--- config.mk ---
export PLATFORM = sky130hd
export DESIGN_NAME = gray_sync_decoder
export DESIGN_NICKNAME = d
export VERILOG_FILES = /design/src/rtl/fifo_pkg.sv /design/src/rtl/sync_ff_chain.sv /design/src/rtl/gray_sync_decoder.sv
export SDC_FILE = /design/constraint.sdc
export NUM_CORES = 1
export LEC_CHECK = 0
export ABC_AREA = 0
export BUFFER_PORTS_ARGS = -buffer_cell sky130_fd_sc_hd__buf_2
export CELL_PAD_IN_SITES_DETAIL_PLACEMENT = 1
export CELL_PAD_IN_SITES_GLOBAL_PLACEMENT = 1
export CORE_AREA = 2 2 49 51
export CTS_CLUSTER_SIZE = 40
export DETAILED_ROUTE_END_ITERATION = 10
export DIE_AREA = 0 0 51 53
export GPL_ROUTABILITY_DRIVEN = 0
export PLACE_DENSITY = 0.69
export SYNTH_ARGS = -nofsm -noshare
export SYNTH_HDL_FRONTEND = slang
export SYNTH_SLANG_ARGS = --single-unit
--- constraint.sdc ---
create_clock -name clk -period 2.3 [get_ports clk]
set_input_delay 0.46 -clock clk [delete_from_list [all_inputs] [get_ports clk]]
set_output_delay 0.46 -clock clk [all_outputs]
set_load 0.03 [all_outputs]
--- src/rtl/fifo_pkg.sv ---
// Shared FIFO clock-crossing types, limits and gray-code helpers.
// Imported by gray_sync_decoder and the FIFO testbench scoreboards.
package fifo_pkg;

    localparam int MAX_SYNC_STAGES = 4;
    localparam int GRAY_MAX_W      = 32;

    typedef enum logic {INIT, TRACK} gsd_state_t;

    // Zero-extended inputs decode correctly at any width up to
    // GRAY_MAX_W, so callers cast in and truncate the result.
    function automatic logic [GRAY_MAX_W-1:0] gray2bin(
        input logic [GRAY_MAX_W-1:0] g
    );
        logic [GRAY_MAX_W-1:0] b;
        b[GRAY_MAX_W-1] = g[GRAY_MAX_W-1];
        for (int i = GRAY_MAX_W - 2; i >= 0; i--) begin
            b[i] = b[i+1] ^ g[i];
        end
        return b;
    endfunction

endpackage

--- src/rtl/sync_ff_chain.sv ---
// Multi-flop synchronizer chain with synchronous active-high reset.
module sync_ff_chain #(
    parameter int WIDTH  = 4,
    parameter int STAGES = 2
) (
    input  logic             clk,
    input  logic             rst,
    input  logic [WIDTH-1:0] d,
    output logic [WIDTH-1:0] q
);

    logic [WIDTH-1:0] stg [STAGES];

    always_ff @(posedge clk) begin
        if (rst) begin
            for (int k = 0; k < STAGES; k++) begin
                stg[k] <= '0;
            end
        end else begin
            stg[0] <= d;
            for (int k = 1; k < STAGES; k++) begin
                stg[k] <= stg[k-1];
            end
        end
    end

    assign q = stg[STAGES-1];

endmodule

--- src/rtl/gray_sync_decoder.sv ---
// Receive-side gray pointer synchronizer, decoder and step monitor.
// Define GRAY_STEP_CHECK_EN to build the multi-bit step detector.
module gray_sync_decoder
    import fifo_pkg::*;
#(
    parameter int SIZE        = 4,
    parameter int SYNC_STAGES = 2
) (
    input  logic            clk,
    input  logic            rst,
    input  logic [SIZE-1:0] gray_in,
    output logic [SIZE-1:0] bin_out,
    output logic            bin_valid,
    output logic            changed,
    output logic [SIZE-1:0] delta,
    output logic            step_err
);

    localparam int CNT_W = $clog2(MAX_SYNC_STAGES + 1);
    localparam logic [CNT_W-1:0] CNT_LAST = CNT_W'(SYNC_STAGES);

    if (SYNC_STAGES < 2 || SYNC_STAGES > MAX_SYNC_STAGES) begin : g_bad_stages
        $error("gray_sync_decoder: SYNC_STAGES out of range");
    end

    logic [SIZE-1:0]  gs;
    logic [SIZE-1:0]  b;
    gsd_state_t       state, state_nxt;
    logic [CNT_W-1:0] cnt, cnt_nxt;

    sync_ff_chain #(
        .WIDTH  (SIZE),
        .STAGES (SYNC_STAGES)
    ) u_sync (
        .clk (clk),
        .rst (rst),
        .d   (gray_in),
        .q   (gs)
    );

    assign b = SIZE'(gray2bin(GRAY_MAX_W'(gs)));

    always_ff @(posedge clk) begin
        if (rst) begin
            state <= INIT;
            cnt   <= '0;
        end else begin
            state <= state_nxt;
            cnt   <= cnt_nxt;
        end
    end

    // INIT waits out the synchronizer fill plus the first decode.
    always_comb begin
        state_nxt = state;
        cnt_nxt   = cnt;
        unique case (state)
            INIT: begin
                if (cnt == CNT_LAST) begin
                    state_nxt = TRACK;
                end else begin
                    cnt_nxt = cnt + 1'b1;
                end
            end
            TRACK: begin
                state_nxt = TRACK;
            end
            default: begin
                state_nxt = INIT;
            end
        endcase
    end

    assign bin_valid = (state == TRACK);

    always_ff @(posedge clk) begin
        if (rst) begin
            bin_out <= '0;
            changed <= 1'b0;
            delta   <= '0;
        end else begin
            bin_out <= b;
            if (state == TRACK) begin
                changed <= (b != bin_out);
                delta   <= b - bin_out;
            end else begin
                changed <= 1'b0;
                delta   <= '0;
            end
        end
    end

`ifdef GRAY_STEP_CHECK_EN
    logic [SIZE-1:0] p;

    always_ff @(posedge clk) begin
        if (rst) begin
            p        <= '0;
            step_err <= 1'b0;
        end else begin
            p        <= gs;
            step_err <= (state == TRACK) && ($countones(gs ^ p) > 1);
        end
    end
`else
    assign step_err = 1'b0;
`endif

endmodule

---- After elaboration in Yosys (flattened, before gate mapping) ----
Memories as Yosys holds them, arrays and structs flattened.
Index checks and enable logic that the tools add are counted.
storage, ports and cells
  output and inout bits ................... 11
  bits in registers ....................... 13
  memories kept ........................... 1
  RAM bits ................................ 8
operators by class
  equal/unequal tests ..................... 2
  $add $sub $neg .......................... 2
  reductions and logical operators ........ 2
  mux-type cells .......................... 7
  bitwise logic cells ..................... 7
memories
  name        words  bits a word  read ports  clocked after memory_dff  write ports  RTL line             RTL
  u_sync.stg  2      4            2           0                         2            sync_ff_chain.sv:12  logic [WIDTH-1:0] stg [STAGES];
operators by type and width
  cell                                                                    number
  4-bit two-way mux                                                       2
  1-bit two-way mux                                                       4
  4-bit != test                                                           1
  4-bit subtractor                                                        1
  3-bit by 1-bit adder with 3-bit output (second input constant)          1
  3-bit by 2-bit equality test with 1-bit output (second input constant)  1
  1-bit bitwise XOR                                                       3
  1-bit NOT                                                               2
  1-bit OR                                                                2
  1-bit case mux with 2 select lines                                      1
  2-bit AND reduction                                                     1
  2-bit OR reduction                                                      1

---- Longest topological paths before layout ----
Gate-level depths: netlist of run 1.
An unclocked memory read counts as a cell.
  word-level depth ........................ 5
  depth in mapped cells ................... 7
  mapped depth without buffers ............ 7

---- Modules after synthesis ----
A second synthesis of run 1 with hierarchy kept.
second synthesis, totals
  cells, all modules ...................... 81
  area total of the unflattened synthesis .. 832.0 um^2
modules (own cells, without submodules)
  module             area an instance (um^2)  seq. area each (um^2)  times used  cells each
  gray_sync_decoder  591.8                    260.2                  1           61
  sync_ff_chain      240.2                    160.2                  1           20

---- Worst setup path before layout of run 1 ----
OpenSTA, ideal clock, no wires.
  path kind ............................... flip-flop to flip-flop
  start point ............................. mem u_sync.stg[1][2] (netlist: u_sync.stg[0][6])
  end point ............................... reg delta[2]
  clock period less this slack ............ 1,849 ps
  slack ................................... 451 ps
  stages on the path, launching flop included .. 8
  library setup time ...................... 119 ps
  data arrival time ....................... 1,731 ps
  required time ........................... 2,181 ps
  cell sequence ........................... dfxtp_1 -> xnor3_1 -> xor2_1 -> ha_1 -> inv_1 -> fa_1 -> xnor2_1 -> nor2_1
RTL lines
  what                  RTL line                 RTL
  from (decl)           sync_ff_chain.sv:12
  to (signal assigned)  gray_sync_decoder.sv:85  delta <= b - bin_out;
  to (decl)             gray_sync_decoder.sv:15  output logic [SIZE-1:0] delta,

==> metrics.txt, run 1 <==
status finished, final reports clean; worst-path cell chain xnor3_1 -> xor2_1 -> ha_1 -> inv_1 -> fa_1 -> xnor2_1 -> nor2_1; Reg clk slew, reported paths roughly 0.12 ns; CP required 2.50 ns; detailed-placement wirelength estimate approximately 940 µm; IO Count 17; first-pass GRT wire length around 2.2 mm; FP Rows 17; Wirelength per Cell between 9 and 10 µm; CTS max path bufs 2; Area contributors post-synth dfxtp_1, ha_1, nor2b_1; Worst VDD drop 0.000492 V; Cells after Synth between 70 and 80; Leak 0.427 nW; Routed Antenna Nets 0; Root Buffer clkbuf_4; final wirelength 1.22 mm; # clock sinks 21; PwrDens ~870 nW/µm²; number of synthesis warnings 0; CTS tree done; largest net degree at the start of global routing 18; Final min period 1.96 ns; share of cells above drive strength 1 21.3%; RSZ-0062 raised after global routing false; TritonRoute pass-1 iters 2; vias in the first global route 560; Post-CTS Setup Bufs 0; Slew Viols, Final 0; Max stage delay on crit path 0.42 ns; Clk Latency, worst-skew pair 0.30 ns; top cell type's share of synthesized area 52.6%; CP max FO 4; Die H ~53 µm; Initial DRC Count 2; Area growth syn-to-layout 16.1%; port buffer count 15; clock skew around 0.003 ns; H-tree levels 1; GRT Total Usage 12.0%; Slowest-stage cell, CP dfxtp_1; Die X-Extent 51 µm; Buf+Inv Stages, Crit Path 1; Max Cap Viol 0; EDFF count, synth 0; via/cell ratio 4.50; # diodes 0; final setup fails 0; final hold violation count 0; Critical Path Source Type register; ys flop type dfxtp_1; Yosys reg bits 21; synthesized area per cell between 10 and 15 µm²; core area between 2000 and 2500 µm²; Synth area leader dfxtp_1; syn nets 89; WS Path Type reg2reg; Initial Util 37.2%; asr flop ratio synth 0%; gr ovfl total 0; Synth top cells by count dfxtp_1, nor2b_1, inv_1; Setup crit end kind register; Final Non-Filler Cells 122; CTS-repair resized insts 0; crit share post-route 85.2%; # hold bufs at CTS 0; # DRC 0; Placed Cells 118; Syn Std Cell Area between 700 and 800 µm²; fin nets 107; crit path DAT 2.16 ns; setup TNS 0 ns; initial antenna violation count 0; f_max 510 MHz; Vias 549; Seq/Total Area, Yosys 52.6%; DIE AREA 2700 µm²; library cell with the highest instance count after synthesis dfxtp_1; Yosys cell types 23; Inserted Clock Buffers 3; Worst Hold Class in2reg; cell family contributing the most delay on the critical path XOR/XNOR gates
[routing by layer]
layer	vias to the layer above	part of all wire, %	global-route usage [%]
met5	-	0	0
met4	0	2.2	6.76
met3	4	8.1	6.21
met2	16	47	20.1
met1	253	43	11.8
li1	276	-	-
[worst reg2reg max path, cell delays in order (launching register included)]
cell,delay [ns]
dfxtp_1,0.42
xnor3_1,0.39
xor2_1,0.23
ha_1,0.19
inv_1,0.05
fa_1,0.37
xnor2_1,0.15
nor2_1,0.05
[through the flow]
stage                     cell area, µm²  hold WS, ns  setup WS (ns)  utilization, %  power, mW
final                                928        0.357          0.340            43.2      0.807
after floorplan                      800        0.414          0.451               -      0.590
after detailed placement             898        0.428          0.319            41.8      0.642
after global placement               898        0.418          0.388            41.8      0.633
after global routing                 928        0.328          0.162            43.2      0.873
after CTS                            928        0.338          0.296            43.2      0.827
[cell type report]
| class | count | area (µm²) |
|---|---|---|
| fillers | 253 | 1220 |
| flip-flops and latches | 21 | 420 |
| multi-input cells | 46 | 338 |
| repair buffers | 15 | 75.1 |
| well taps | 28 | 35.0 |
| inverters | 8 | 30.0 |
| clock buffers | 3 | 22.5 |
| clock inverters | 1 | 7.51 |
[worst paths after layout]
check / start / to / slack [ns] / cells after the start
min: gray_in[1] / u_sync.stg[0][1] / 0.36 / 2
max reg2reg: u_sync.stg[0][7] / delta[2] / 0.34 / 7
max: u_sync.stg[0][7] / delta[2] / 0.34 / 7
min reg2reg: u_sync.stg[0][0] / u_sync.stg[0][4] / 0.45 / 1
[cell families after synthesis]
group / after synthesis / share of synthesized area (%)
simple gates: 25 / 17.8
other cells: 1 / 0.469
fa+ha+maj: 6 / 10.3
buf+inv: 10 / 5.16
compound gates: 9 / 6.42
flops: 21 / 52.6
xor+xnor: 5 / 7.20
[flip-flops by register name, indices dropped and copies added, names as in the netlist]
| register | flops |
|---|---|
| bin_out | 4 |
| cnt | 3 |
| delta | 4 |
| u_sync.stg | 8 |
| bin_valid | 1 |
| changed | 1 |
[layout by cell type, fill, tap and decap left out, types with 2 or more instances in the layout]
cell and instances:
a21oi_1 3, buf_2 15, clkbuf_4 3, dfxtp_1 21
ha_1 5, inv_1 8, nor2_1 7, nor2b_1 10
o21ai_0 4, or3_1 2, xnor2_1 3
[power by group]
| group | internal (mW) | switching, mW | leakage, nW |
|---|---|---|---|
| Sequential | 0.405 | 0.0327 | 0.172 |
| Clock | 0.0663 | 0.112 | 0.0139 |
| Combinational | 0.0805 | 0.110 | 0.241 |
No activity file was read; power rests on OpenSTA's default activity.
==> run 2, diff against run 1 <==
--- a/config.mk
+++ b/config.mk
@@ -9,12 +9,13 @@
 export BUFFER_PORTS_ARGS = -buffer_cell sky130_fd_sc_hd__buf_2
 export CELL_PAD_IN_SITES_DETAIL_PLACEMENT = 1
 export CELL_PAD_IN_SITES_GLOBAL_PLACEMENT = 1
-export CORE_AREA = 2 2 49 51
+export CORE_AREA = 2 2 50 52
 export CTS_CLUSTER_SIZE = 40
 export DETAILED_ROUTE_END_ITERATION = 10
-export DIE_AREA = 0 0 51 53
+export DIE_AREA = 0 0 52 54
 export GPL_ROUTABILITY_DRIVEN = 0
 export PLACE_DENSITY = 0.69
 export SYNTH_ARGS = -nofsm -noshare
 export SYNTH_HDL_FRONTEND = slang
+export SYNTH_HIERARCHICAL = 1
 export SYNTH_SLANG_ARGS = --single-unit
==> run 2 against run 1 <==
Effect of this change: global-route usage is 0.16 points lower; via count is 2.7% higher; highest routed layer unchanged; sequential power hardly changed.
==> metrics.txt, run 2 <==
Syn Std Cell Area 832 µm² (+4.1%); # hold bufs at CTS 0 (unchanged); FF-to-FF path depth 7 (unchanged); setup TNS 0 ns (unchanged); synthesized area per cell 10.3 µm² (-1.1%); Worst Setup Slack, final 0.334 ns (-0.00604 ns); max FFs per register 8 (unchanged); Leak 0.422 nW (-1.2%); Initial DRC Count 3 (+1); design area 933 µm² (+0.54%); EDFF count, synth 0 (unchanged); final wirelength 1.29 mm (+6.2%); commonest non-fill, non-tap cell in the layout dfxtp_1; share of cells above drive strength 1 21.3% (unchanged); FP Rows 18 (+1); Vias 564 (+2.7%); gr ovfl total 0 (unchanged); # DRC 0 (unchanged); CTS tree done; crit path DAT 2.17 ns (about the same); clock skew 0.00853 ns (+0.00548 ns); CTS max path bufs 2 (unchanged); Regs by FF count u_sync/stg x8, bin_out x4, delta x4; CTS-repair resized insts 0 (unchanged); Wirelength per Cell 10.4 µm (+4.5%); via/cell ratio 4.55 (+1.1%); IO Count 17 (unchanged); fin nets 107 (unchanged); Cells after Synth 81 (+5.2%); Setup WS pre-CTS 0.327 ns (+0.00790 ns); TritonRoute pass-1 iters 3 (+1); DIE AREA 2810 µm² (+3.9%); CP required 2.51 ns (about the same); Routed Antenna Nets 0 (unchanged); largest net degree at the start of global routing 19 (+1); Seq/Total Area, Yosys 50.5% (-2.1 points); initial antenna violation count 0 (unchanged); Reg clk slew, reported paths 0.12 ns (about the same); Slew Viols, Final 0 (unchanged); GRT Total Usage 11.8% (-0.16 points); H-tree levels 1 (unchanged); number of synthesis warnings 6 (+6); worst-path cell chain xnor3_1 -> xor2_1 -> ha_1 -> inv_1 -> fa_1 -> xnor2_1 -> nor2_1; Initial Util 35.9% (-1.3 points); Worst VDD drop 0.000579 V (+18%); final setup fails 0 (unchanged); Final min period 1.97 ns (+0.00604 ns); asr flop ratio synth 0% (unchanged); ys flop type dfxtp_1; CP max FO 4 (unchanged); port buffer count 15 (unchanged); # clock sinks 21 (unchanged); syn nets 93 (+4.5%); Die X-Extent 52 µm (+2.0%); WHS Path Cells 2 (unchanged); register bank with the most flops u_sync/stg; RSZ-0062 raised after global routing false; top cell type's share of synthesized area 50.5% (-2.1 points); Setup crit end kind register; most frequent cells in the layout dfxtp_1, buf_2, nor2b_1; Die H 54 µm (+1.9%); Critical Path Source Type register; library cell with the highest instance count after synthesis dfxtp_1; Area growth syn-to-layout 12.2%; final hold violation count 0 (unchanged); vias in the first global route 540 (-3.6%); Worst Hold Class in2reg; WS Path Type reg2reg; Max Cap Viol 0 (unchanged); Inserted Clock Buffers 3 (unchanged); Yosys reg bits 21 (unchanged); Post-CTS Setup Bufs 0 (unchanged); Synth area leader dfxtp_1; Synth top cells by count dfxtp_1, nor2b_1, inv_1; Max stage delay on crit path 0.43 ns (about the same); area of the multi-input gates 344 µm² (+1.9%); Area contributors post-synth dfxtp_1, nor2b_1, ha_1; DP Area 903 µm² (+0.56%); FILL cells 281 (+11%); f_max 509 MHz (-0.31%); Final Non-Filler Cells 124 (+1.6%); Slowest-stage cell, CP dfxtp_1; Clk Latency, worst-skew pair 0.31 ns (about the same); # diodes 0 (unchanged); Root Buffer clkbuf_4; first-pass GRT wire length 2.26 mm (+0.94%); crit share post-route 85.5% (+0.26 points); register area 420 µm² (unchanged); status finished, final reports clean; core area 2320 µm² (+8.0%); Placed Cells 120 (+1.7%); Yosys cell types 24 (+4.3%); PwrDens 872 nW/µm² (+0.28%); detailed-placement wirelength estimate 986 µm (+5.2%)
[run 2: layout make-up]
| cell class | count | share of cell area, % |
|---|---|---|
| timing repair buffer | 15 | 8.04 |
| clock inverter | 1 | 0.804 |
| clock buffer | 3 | 2.41 |
| multi-input combinational | 47 | 36.9 |
| tap | 30 | 4.02 |
| sequential | 21 | 45.0 |
| inverter | 7 | 2.82 |
[run 2: path summary, 6_finish.rpt]
kind | slack, ns | to | startpoint
max | 0.33 | delta[2] | u_sync/stg[0][7]
min | 0.35 | u_sync/stg[0][2] | gray_in[2]
max reg2reg | 0.33 | delta[2] | u_sync/stg[0][7]
min reg2reg | 0.45 | u_sync/stg[0][5] | u_sync/stg[0][1]
[run 2: routing by layer]
metal / share of wire [%] / wire length (µm) / track usage, % / up-vias
met5: 0 / 0 / 0 / -
met1: 41 / 533 / 12.3 / 264
li1: - / - / - / 280
met3: 7.1 / 92 / 5.00 / 4
met4: 2.8 / 36 / 7.89 / 0
met2: 49 / 631 / 19.4 / 16
[run 2: report_power, final]
group | leakage [nW] | internal, mW | switching [mW]
registers | 0.172 | 0.405 | 0.0326
clock network | 0.0139 | 0.0664 | 0.117
logic | 0.236 | 0.0791 | 0.114
[run 2: logic make-up after synthesis]
kind of cell               after synthesis  share of synthesized area, %
DFF                                     21                          50.5
AOI/OAI and AO/OA                        9                          6.32
xor gates and xnor gates                 5                          6.92
adders and majority gates                6                          9.92
and+or+nand+nor                         26                          17.7
buffers and inverters                   13                          8.12
other                                    1                         0.451
[run 2: through the flow]
| step | total power, mW | utilization (%) | hold WS [ns] |
|---|---|---|---|
| CTS | 0.827 | 40.2 | 0.340 |
| detailed placement | 0.643 | 38.9 | 0.425 |
| finish | 0.814 | 40.2 | 0.348 |
| floorplan | 0.591 | - | 0.414 |
| global placement | 0.630 | 38.9 | 0.419 |
| global route | 0.876 | 40.2 | 0.342 |
[run 2: critical path, delay by kind of cell, from the launching register on]
| kind | cells | cell delay [ns] |
|---|---|---|
| adder cells (fa/ha/maj) | 2 | 0.57 |
| XOR/XNOR | 3 | 0.76 |
| buffers and inverters | 1 | 0.05 |
| flip-flops | 1 | 0.43 |
| AND/OR/NAND/NOR | 1 | 0.05 |
==> run 3, diff against run 2 <==
--- a/config.mk
+++ b/config.mk
@@ -6,16 +6,16 @@
 export NUM_CORES = 1
 export LEC_CHECK = 0
 export ABC_AREA = 0
-export BUFFER_PORTS_ARGS = -buffer_cell sky130_fd_sc_hd__buf_2
+export BUFFER_PORTS_ARGS = -buffer_cell sky130_fd_sc_hd__clkbuf_2
 export CELL_PAD_IN_SITES_DETAIL_PLACEMENT = 1
 export CELL_PAD_IN_SITES_GLOBAL_PLACEMENT = 1
-export CORE_AREA = 2 2 50 52
+export CORE_AREA = 2 2 49 51
 export CTS_CLUSTER_SIZE = 40
 export DETAILED_ROUTE_END_ITERATION = 10
-export DIE_AREA = 0 0 52 54
+export DIE_AREA = 0 0 51 53
 export GPL_ROUTABILITY_DRIVEN = 0
 export PLACE_DENSITY = 0.69
+export RECOVER_POWER = 50
 export SYNTH_ARGS = -nofsm -noshare
 export SYNTH_HDL_FRONTEND = slang
-export SYNTH_HIERARCHICAL = 1
 export SYNTH_SLANG_ARGS = --single-unit
==> run 3 against run 2 <==
Effect of this change: flip-flop and latch count stayed put; hold slack better by 0.013 ns; final cell count is 1.6% lower; non-clock buffer count stayed put; worst setup slack better by 0.011 ns; die area is 3.7% lower; global-route usage is 0.63 points lower.
==> metrics.txt, run 3 (same netlist as run 1, synthesis figures left out) <==
Buf+Inv Stages, Crit Path 1 (unchanged); vias in the first global route 549 (+1.7%); CP max FO 4 (unchanged); Worst Hold Class in2reg; Die H 53 µm (-1.9%); # clock sinks 21 (unchanged); IO Count 17 (unchanged); # diodes 0 (unchanged); f_max 512 MHz (+0.59%); Initial DRC Count 3 (unchanged); r2r setup slk 0.35 ns (about the same); worst reg2reg startpoint u_sync.stg[0][7]; CTS-repair resized insts 0 (unchanged); FF-to-FF path depth 7 (unchanged); Regs by FF count u_sync.stg x8, bin_out x4, delta x4; Slowest-stage cell, CP dfxtp_1; WS Path Type reg2reg; max FFs per register 8 (unchanged); PwrDens 866 nW/µm² (-0.67%); met3 Resource Use GR 2.54% (-2.5 points); TritonRoute pass-1 iters 2 (-1); CTS max path bufs 2 (unchanged); Area growth syn-to-layout 15.2%; CP required 2.50 ns (about the same); grt met1 use 13.1% (+0.72 points); Max Cap Viol 0 (unchanged); Clk Latency, worst-skew pair 0.30 ns (about the same); FF-to-FF End delta[2]; # hold bufs at CTS 0 (unchanged); actual slew at the worst max-slew pin 0.702 ns; Post-CTS Setup Bufs 0 (unchanged); gr ovfl total 0 (unchanged); Root Buffer clkbuf_4; first-pass GRT wire length 2.21 mm (-2.2%); met2 Use GR 18.6% (-0.79 points); cell family contributing the most delay on the critical path XOR/XNOR gates; initial antenna violation count 0 (unchanged); port buffer count 15 (unchanged); Initial Util 37.2% (+1.3 points); Vias 533 (-5.5%); Worst VDD drop 0.000404 V (-30%); share of cells above drive strength 1 17.0% (-4.3 points); core area 2150 µm² (-7.4%); commonest non-fill, non-tap cell in the layout dfxtp_1; most frequent cells in the layout dfxtp_1, clkbuf_2, nor2b_1; Slew Viols, Final 0 (unchanged); Worst Setup Slack, final 0.346 ns (+0.0115 ns); largest net degree at the start of global routing 18 (-1); fin nets 107 (unchanged); Rel. slew slack 53.2%; Final min period 1.95 ns (-0.0115 ns); Wirelength per Cell 9.70 µm (-6.9%); RSZ-0062 raised after global routing false; CP Launch Point u_sync.stg[0][7]; Critical Path Source Type register; register bank with the most flops u_sync.stg; Setup crit end kind register; Routed Antenna Nets 0 (unchanged); FILL cells 265 (-5.7%); DIE AREA 2700 µm² (-3.7%); Setup WS pre-CTS 0.331 ns (+0.00377 ns); Levels on crit path 7 (unchanged); final setup fails 0 (unchanged); FP Rows 17 (-1); Leak 0.411 nW (-2.7%); Max stage delay on crit path 0.43 ns (about the same); CTS tree done; via/cell ratio 4.37 (-3.9%); crit path DAT 2.16 ns (about the same); final wirelength 1.18 mm (-8.4%); worst-path cell chain xnor3_1 -> xor2_1 -> ha_1 -> inv_1 -> fa_1 -> xnor2_1 -> nor2_1; Reg clk slew, reported paths 0.12 ns (about the same); # DRC 0 (unchanged); Inserted Clock Buffers 3 (unchanged); H-tree levels 1 (unchanged); most used routing layer met2; crit share post-route 85.0% (-0.50 points); clock skew 0.00880 ns (+0.000275 ns); crit path capture delta[2]; GRT Total Usage 11.2% (-0.63 points); Die X-Extent 51 µm (-1.9%); Design Power 797 µW (-2.0%); detailed-placement wirelength estimate 921 µm (-6.6%); final hold violation count 0 (unchanged); setup TNS 0 ns (unchanged); status finished, final reports clean
[run 3: cell type report]
| class | instances | area (µm²) | share of cell area (%) |
|---|---|---|---|
| Inverter | 8 | 30.0 | 3.26 |
| Timing Repair Buffer | 15 | 70.1 | 7.61 |
| Sequential cell | 21 | 420 | 45.7 |
| Clock buffer | 3 | 22.5 | 2.45 |
| Tap cell | 28 | 35.0 | 3.80 |
| Multi-Input combinational cell | 46 | 338 | 36.7 |
| Clock inverter | 1 | 5.00 | 0.543 |
[run 3: worst min-delay path by stage]
stage / from / end / cells after the start
2_1_floorplan: u_sync.stg[0][0] / u_sync.stg[0][4] / 1
3_3_place_gp: u_sync.stg[0][0] / u_sync.stg[0][4] / 1
3_5_place_dp: u_sync.stg[0][2] / u_sync.stg[0][6] / 1
4_1_cts: gray_in[3] / u_sync.stg[0][3] / 2
5_1_grt: gray_in[3] / u_sync.stg[0][3] / 2
6_report: gray_in[3] / u_sync.stg[0][3] / 2
[run 3: power by group]
group          switching, mW  internal [mW]
combinational          0.110         0.0786
sequential            0.0314          0.405
clock                  0.107         0.0647
[run 3: worst reg2reg max path, stage by stage, from the launching register on]
cell,delay (ns)
dfxtp_1,0.43
xnor3_1,0.39
xor2_1,0.23
ha_1,0.20
inv_1,0.05
fa_1,0.37
xnor2_1,0.14
nor2_1,0.05
[run 3: metrics by stage]
stage          util (%)  area [µm²]  hold slack [ns]  std cells
2_1_floorplan         -         800            0.414         77
3_3_place_gp       41.8         898            0.418        118
3_5_place_dp       41.8         898            0.429        118
4_1_cts            43.1         926            0.349        122
5_1_grt            42.9         921            0.364        122
6_report           42.9         921            0.361        122
[run 3: routing by layer]
metal	vias up	part of all wire, %	wire [µm]
met4	0	0	0
li1	276	-	-
met2	13	47	556
met5	-	0	0
met1	244	47	555
met3	0	6.1	72
